$ cat config.mk
export PLATFORM = sky130hd
export DESIGN_NAME = pipeline_ctrl
export DESIGN_NICKNAME = d
export VERILOG_FILES = /design/src/rtl/cpu_pkg.sv /design/src/rtl/pipe_hazard_detect.sv /design/src/rtl/pipeline_ctrl.sv
export SDC_FILE = /design/constraint.sdc
export NUM_CORES = 1
export LEC_CHECK = 0
export CELL_PAD_IN_SITES_DETAIL_PLACEMENT = 1
export CELL_PAD_IN_SITES_GLOBAL_PLACEMENT = 1
export CORE_MARGIN = 1.5
export CORE_UTILIZATION = 22
export DETAILED_ROUTE_END_ITERATION = 7
export MAX_ROUTING_LAYER = met4
export PLACE_DENSITY = 0.83
export SLEW_MARGIN = 10
export SYNTH_ARGS = -nofsm -noshare
export SYNTH_HDL_FRONTEND = slang
export SYNTH_SLANG_ARGS = --single-unit
$ cat constraint.sdc
create_clock -name clk -period 2.15 [get_ports clk]
set_clock_uncertainty 0.2 [all_clocks]
set_input_delay 0.43 -clock clk [delete_from_list [all_inputs] [get_ports clk]]
set_output_delay 0.43 -clock clk [all_outputs]
set_load 0.05 [all_outputs]
$ cat src/rtl/cpu_pkg.sv
// Shared encodings for the 2-bit-op/2-bit-inst core and the pipeline controller state type.
package cpu_pkg;

    localparam logic [1:0] OP_JMP = 2'b00;
    localparam logic [1:0] OP_SYS = 2'b01;
    localparam logic [1:0] OP_MEM = 2'b10;
    localparam logic [1:0] OP_ALU = 2'b11;

    localparam logic [1:0] INST_MUL = 2'b11;
    localparam logic [1:0] INST_MOD = 2'b10;
    localparam logic [1:0] INST_ESP = 2'b00;

    localparam int PIPECTRL_CNT_W = 8;

    typedef enum logic [1:0] {
        RUN   = 2'b00,
        MULTI = 2'b01,
        HALT  = 2'b10
    } pipectrl_state_t;

endpackage

$ cat src/rtl/pipe_hazard_detect.sv
// Load-use comparator: flags a CAR in EX whose destination feeds a source read in ID.
// Purely combinational, no state.
module pipe_hazard_detect #(
    parameter int REG_BITS = 4
) (
    input  logic                ex_valid,
    input  logic                ex_rmem,
    input  logic [REG_BITS-1:0] ex_rd,
    input  logic                id_valid,
    input  logic [REG_BITS-1:0] id_rs1,
    input  logic [REG_BITS-1:0] id_rs2,
    input  logic                id_uses_rs2,
    output logic                o_load_use
);

    logic w_rs1_hit;
    logic w_rs2_hit;

    assign w_rs1_hit  = (ex_rd == id_rs1);
    assign w_rs2_hit  = id_uses_rs2 & (ex_rd == id_rs2);
    assign o_load_use = ex_valid & ex_rmem & id_valid & (w_rs1_hit | w_rs2_hit);

endmodule

$ cat src/rtl/pipeline_ctrl.sv
// Stage enable/flush sequencer for branch flush, load-use stall, multi-cycle MUL/MOD and ESP halt.
// Outputs are combinational from state plus inputs; PIPECTRL_PERF_CNT_EN adds saturating stall/flush counters.
module pipeline_ctrl
    import cpu_pkg::*;
#(
    parameter int MULDIV_CYCLES = 4,
    parameter int REG_BITS      = 4
) (
    input  logic                clk,
    input  logic                rst,
    input  logic                id_valid,
    input  logic [REG_BITS-1:0] id_rs1,
    input  logic [REG_BITS-1:0] id_rs2,
    input  logic                id_uses_rs2,
    input  logic                ex_valid,
    input  logic [1:0]          ex_op,
    input  logic [1:0]          ex_inst,
    input  logic                ex_imm,
    input  logic                ex_rmem,
    input  logic [REG_BITS-1:0] ex_rd,
    input  logic                ex_branch_taken,
    input  logic                resume,
    output logic                pc_en,
    output logic                ifid_en,
    output logic                idex_en,
    output logic                ifid_flush,
    output logic                idex_flush,
    output logic                exmem_bubble,
    output logic                halted,
    output logic [15:0]         stall_cnt,
    output logic [15:0]         flush_cnt
);

    localparam bit MULDIV_EN     = (MULDIV_CYCLES > 1);
    localparam int MULTI_LOAD_I  = MULDIV_EN ? (MULDIV_CYCLES - 2) : 0;
    localparam logic [PIPECTRL_CNT_W-1:0] MULTI_LOAD = MULTI_LOAD_I[PIPECTRL_CNT_W-1:0];

    pipectrl_state_t             r_state;
    pipectrl_state_t             w_state_nxt;
    logic [PIPECTRL_CNT_W-1:0]   r_cnt;
    logic [PIPECTRL_CNT_W-1:0]   w_cnt_nxt;
    logic                        w_is_muldiv;
    logic                        w_is_esp;
    logic                        w_load_use;

    assign w_is_muldiv = ex_valid & (ex_op == OP_ALU) & ~ex_imm &
                         ((ex_inst == INST_MUL) | (ex_inst == INST_MOD));
    assign w_is_esp    = ex_valid & (ex_op == OP_SYS) & (ex_inst == INST_ESP);

    pipe_hazard_detect #(
        .REG_BITS (REG_BITS)
    ) u_hazard (
        .ex_valid    (ex_valid),
        .ex_rmem     (ex_rmem),
        .ex_rd       (ex_rd),
        .id_valid    (id_valid),
        .id_rs1      (id_rs1),
        .id_rs2      (id_rs2),
        .id_uses_rs2 (id_uses_rs2),
        .o_load_use  (w_load_use)
    );

    always_comb begin
        pc_en        = 1'b1;
        ifid_en      = 1'b1;
        idex_en      = 1'b1;
        ifid_flush   = 1'b0;
        idex_flush   = 1'b0;
        exmem_bubble = 1'b0;
        halted       = 1'b0;
        w_state_nxt  = r_state;
        w_cnt_nxt    = r_cnt;
        if (rst) begin
            pc_en        = 1'b0;
            ifid_en      = 1'b0;
            idex_en      = 1'b0;
            ifid_flush   = 1'b1;
            idex_flush   = 1'b1;
            exmem_bubble = 1'b1;
            w_state_nxt  = RUN;
            w_cnt_nxt    = '0;
        end else begin
            case (r_state)
                RUN: begin
                    if (ex_branch_taken) begin
                        ifid_flush = 1'b1;
                        idex_flush = 1'b1;
                    end else if (MULDIV_EN && w_is_muldiv) begin
                        pc_en        = 1'b0;
                        ifid_en      = 1'b0;
                        idex_en      = 1'b0;
                        exmem_bubble = 1'b1;
                        w_cnt_nxt    = MULTI_LOAD;
                        w_state_nxt  = MULTI;
                    end else if (w_is_esp) begin
                        pc_en       = 1'b0;
                        ifid_en     = 1'b0;
                        idex_flush  = 1'b1;
                        w_state_nxt = HALT;
                    end else if (w_load_use) begin
                        pc_en      = 1'b0;
                        ifid_en    = 1'b0;
                        idex_flush = 1'b1;
                    end
                end
                // The entry cycle in RUN already counted as one stall, hence the load of N-2.
                MULTI: begin
                    if (r_cnt != '0) begin
                        pc_en        = 1'b0;
                        ifid_en      = 1'b0;
                        idex_en      = 1'b0;
                        exmem_bubble = 1'b1;
                        w_cnt_nxt    = r_cnt - 1'b1;
                    end else begin
                        w_state_nxt = RUN;
                    end
                end
                HALT: begin
                    if (resume) begin
                        w_state_nxt = RUN;
                    end else begin
                        halted     = 1'b1;
                        pc_en      = 1'b0;
                        ifid_en    = 1'b0;
                        idex_flush = 1'b1;
                    end
                end
                default: w_state_nxt = RUN;
            endcase
        end
    end

    always_ff @(posedge clk) begin
        if (rst) begin
            r_state <= RUN;
            r_cnt   <= '0;
        end else begin
            r_state <= w_state_nxt;
            r_cnt   <= w_cnt_nxt;
        end
    end

`ifdef PIPECTRL_PERF_CNT_EN
    logic [15:0] r_stall_cnt;
    logic [15:0] r_flush_cnt;
    logic        w_branch_flush;

    assign w_branch_flush = ~rst & (r_state == RUN) & ex_branch_taken;

    always_ff @(posedge clk) begin
        if (rst) begin
            r_stall_cnt <= '0;
            r_flush_cnt <= '0;
        end else begin
            if (!pc_en && (r_stall_cnt != 16'hFFFF))
                r_stall_cnt <= r_stall_cnt + 16'd1;
            if (w_branch_flush && (r_flush_cnt != 16'hFFFF))
                r_flush_cnt <= r_flush_cnt + 16'd1;
        end
    end

    assign stall_cnt = r_stall_cnt;
    assign flush_cnt = r_flush_cnt;
`else
    assign stall_cnt = '0;
    assign flush_cnt = '0;
`endif

endmodule
==> summary.txt, run 1 <==
Status = finished with violations
Failing checks = negative setup slack
Layout cells sized above 1 = 49.50%
Final Hold Vio Count = 0
Crit-path most repeated cell = buf_6
Die area = 5088 sq um
CTS Hold Bufs = 0
GR Layer Usage met1 = 12.97%
Clk_lat worst skew = 240 ps
Critical Path Max Stage Delay = 330 ps
Post-route minimum period = 2287 ps
RSZ-0062 raised after global routing = true
Peak VDD IR = 0.1363 mV
Fin crit share = 106.4%
Startpoint Class = register
Delay-heaviest family, CP = buffers and inverters
Placed cell count = 235
Power per Cell Area = 401.5 nW/um^2
Buf+Inv Stages, Crit Path = 4
DRT Wirelength = 3290 um
CTS Sinks = 10
Final Util = 42.04%
Worst setup margin = -137.4 ps
Row count = 24
Busiest grt layer = met2
Area grow syn2layout = 80.63%
Gr usage total = 13.90%
Remaining DRCs = 0
P_leak = 0.8445 nW
DR iter-0 viols = 14
EDFF count, synth = 0
Arrival @ worst endpoint = 1660 ps
Pin count of the biggest net entering global routing = 10
PortBufs = 31
Fin nets = 229
CTS tree = built
First-pass GRT wire length = 5244 um
Routed Antenna Nets = 0
Setup Viol. Count Final = 4
H-tree depth = 1
FFs w/ async S/R, synth = 0%
Synth Register Bits = 10
Worst EP required = 1520 ps
Crit end category = primary output
N_diodes = 0
Die Span Y = 71.33 um
Syn Inst Count = 131
Clk buf depth = 2
Die width = 71.33 um
Initial Util = 23.27%
Mean Syn Cell Area = 7.841 sq um
GR Overflow Total = 0
Hpwl dp = 2327 um
Core box area = 4414 sq um
Root Driver = clkbuf_8
Most common flop cell mapped by yosys = dfxtp_1
Slowest cell on crit path = dfxtp_2
Worst setup path class = reg -> out
Clock Pin Slew Worst Setup and Hold Paths = 50 ps
WL per Instance = 12.95 um
Yosys cell types = 39
Seq/Total Area, Yosys = 19.49%
I/O pins = 64
Synth warnings = 0
Fmax = 0.4372 GHz
HP Class = reg -> reg
Routability Congestion = 0.7666
Fin. max-slew vios = 0
Pre-antenna DRT Iters = 3
Via/cell ratio = 4.264
Critical Path Fanout Max = 2
Global Route met3 Usage = 3.094%
CP Cell Sequence = inv_2 > ha_4 > nor3b_4 > buf_6 > a211oi_4 > nor2_4 > buf_6 > buf_12
Cell area after synthesis = 1027 sq um
Met2 Resource Use GR = 26.75%
Vias in the first global route = 1,167
Setup TNS = -451.3 ps
Initial antenna violation count = 0
MaxCap Viol Count = 0
Vias = 1,083
Non-filler cells, final = 254
Total CTS buffers = 3
[where the power goes]
| part | switching (mW) | total, mW | internal (mW) |
|---|---|---|---|
| Combinational | 0.211 | 0.311 | 0.101 |
| Clock | 0.0862 | 0.248 | 0.162 |
| Sequential | 0.000429 | 0.185 | 0.185 |
[flip-flops by register name, indices dropped and copies added (netlist names)]
register and flops:
r_state 2, r_cnt 8
[final timing paths]
path	endpoint	cells past startpoint	from	slack (ps)
worst max-delay path	idex_en	8	r_cnt[1]	-140
worst min-delay path	r_cnt[5]	2	r_cnt[5]	340
worst max register to register	r_cnt[5]	7	r_cnt[1]	90
worst min register to register	r_cnt[5]	2	r_cnt[5]	340
[layout by cell type (no fill, tap or decap), drive strengths merged, types with 3 or more instances in the layout]
cell type,instances
or4,3
a21oi,7
clkbuf,5
inv,8
xor2,7
o21ai,6
buf,57
nor4,3
nor3,9
nor2,7
xnor2,3
dfxtp,10
conb,32
or3,4
dlygate4sd2,11
[area by class of cell]
type | instances | area [sq um]
well taps | 52 | 65.06
fillers | 519 | 2559
clock buffers | 4 | 55.05
flip-flops and latches | 10 | 206.4
inverters | 9 | 37.54
multi-input cells | 107 | 842.1
repair buffers | 72 | 649.4
[per-layer routing]
metal	wire [um]	share of wire [%]
met5	0	0
met1	1168	36
met4	120	3.6
met2	1823	55
met3	177	5.4
[through the flow]
stage	hold WS (ps)	power [mW]	instance area (sq um)	setup WS, ps
2_1_floorplan	292.5	0.4344	1257	-186.2
3_3_place_gp	322.0	0.4890	1614	-393.2
3_5_place_dp	330.9	0.4935	1614	-488.6
4_1_cts	340.5	0.7437	1817	-172.9
5_1_grt	369.0	0.7783	1856	-192.7
6_report	343.2	0.7451	1856	-137.4
[synth_stat cells, types with 2 or more instances]
cell type / number / area, sq um
xnor2_1: 3 / 26.28
a211oi_1: 2 / 15.01
or4_1: 2 / 15.01
xor2_1: 7 / 61.31
nor4_1: 2 / 12.51
nand2_1: 2 / 7.510
inv_1: 9 / 33.78
or2_2: 2 / 12.51
and3_1: 2 / 12.51
nor3_1: 9 / 45.04
nand2b_1: 2 / 12.51
buf_4: 33 / 247.7
or3_1: 3 / 18.77
dfxtp_1: 10 / 200.2
a21oi_1: 7 / 35.03
o31ai_1: 2 / 15.01
o21ai_0: 6 / 30.03
nor2_1: 7 / 26.28
[worst min-delay path, cell delays in order, from the launching register on]
cell and delay [ps]:
dfxtp_1 350, o31ai_1 80, a21oi_1 60
[repair_timing]
item	4_1_cts	5_1_grt
gates resized for setup	75	9
buffers inserted	14	3
setup endpoints to repair	9	10
gates cloned	0	0
pin swaps	21	9
[cell families (layout without fill, tap and decap cells)]
logic type	count (synthesis)	in the layout	share of synthesized area (%)
buf+inv	45	85	28.62
fa+ha+maj	1	1	1.218
other cells	1	32	0.3651
flops	10	10	19.49
xor+xnor	10	10	8.527
compound gates	23	23	16.81
simple gates	41	41	24.97
Power figures use the tool's default switching activity.
==> run 2: changes to the inputs <==
GPL_ROUTABILITY_DRIVEN = 0   (was not set)
==> results of run 2 <==
Same layout as run 1: the final DEF is identical, and so are final timing and power.
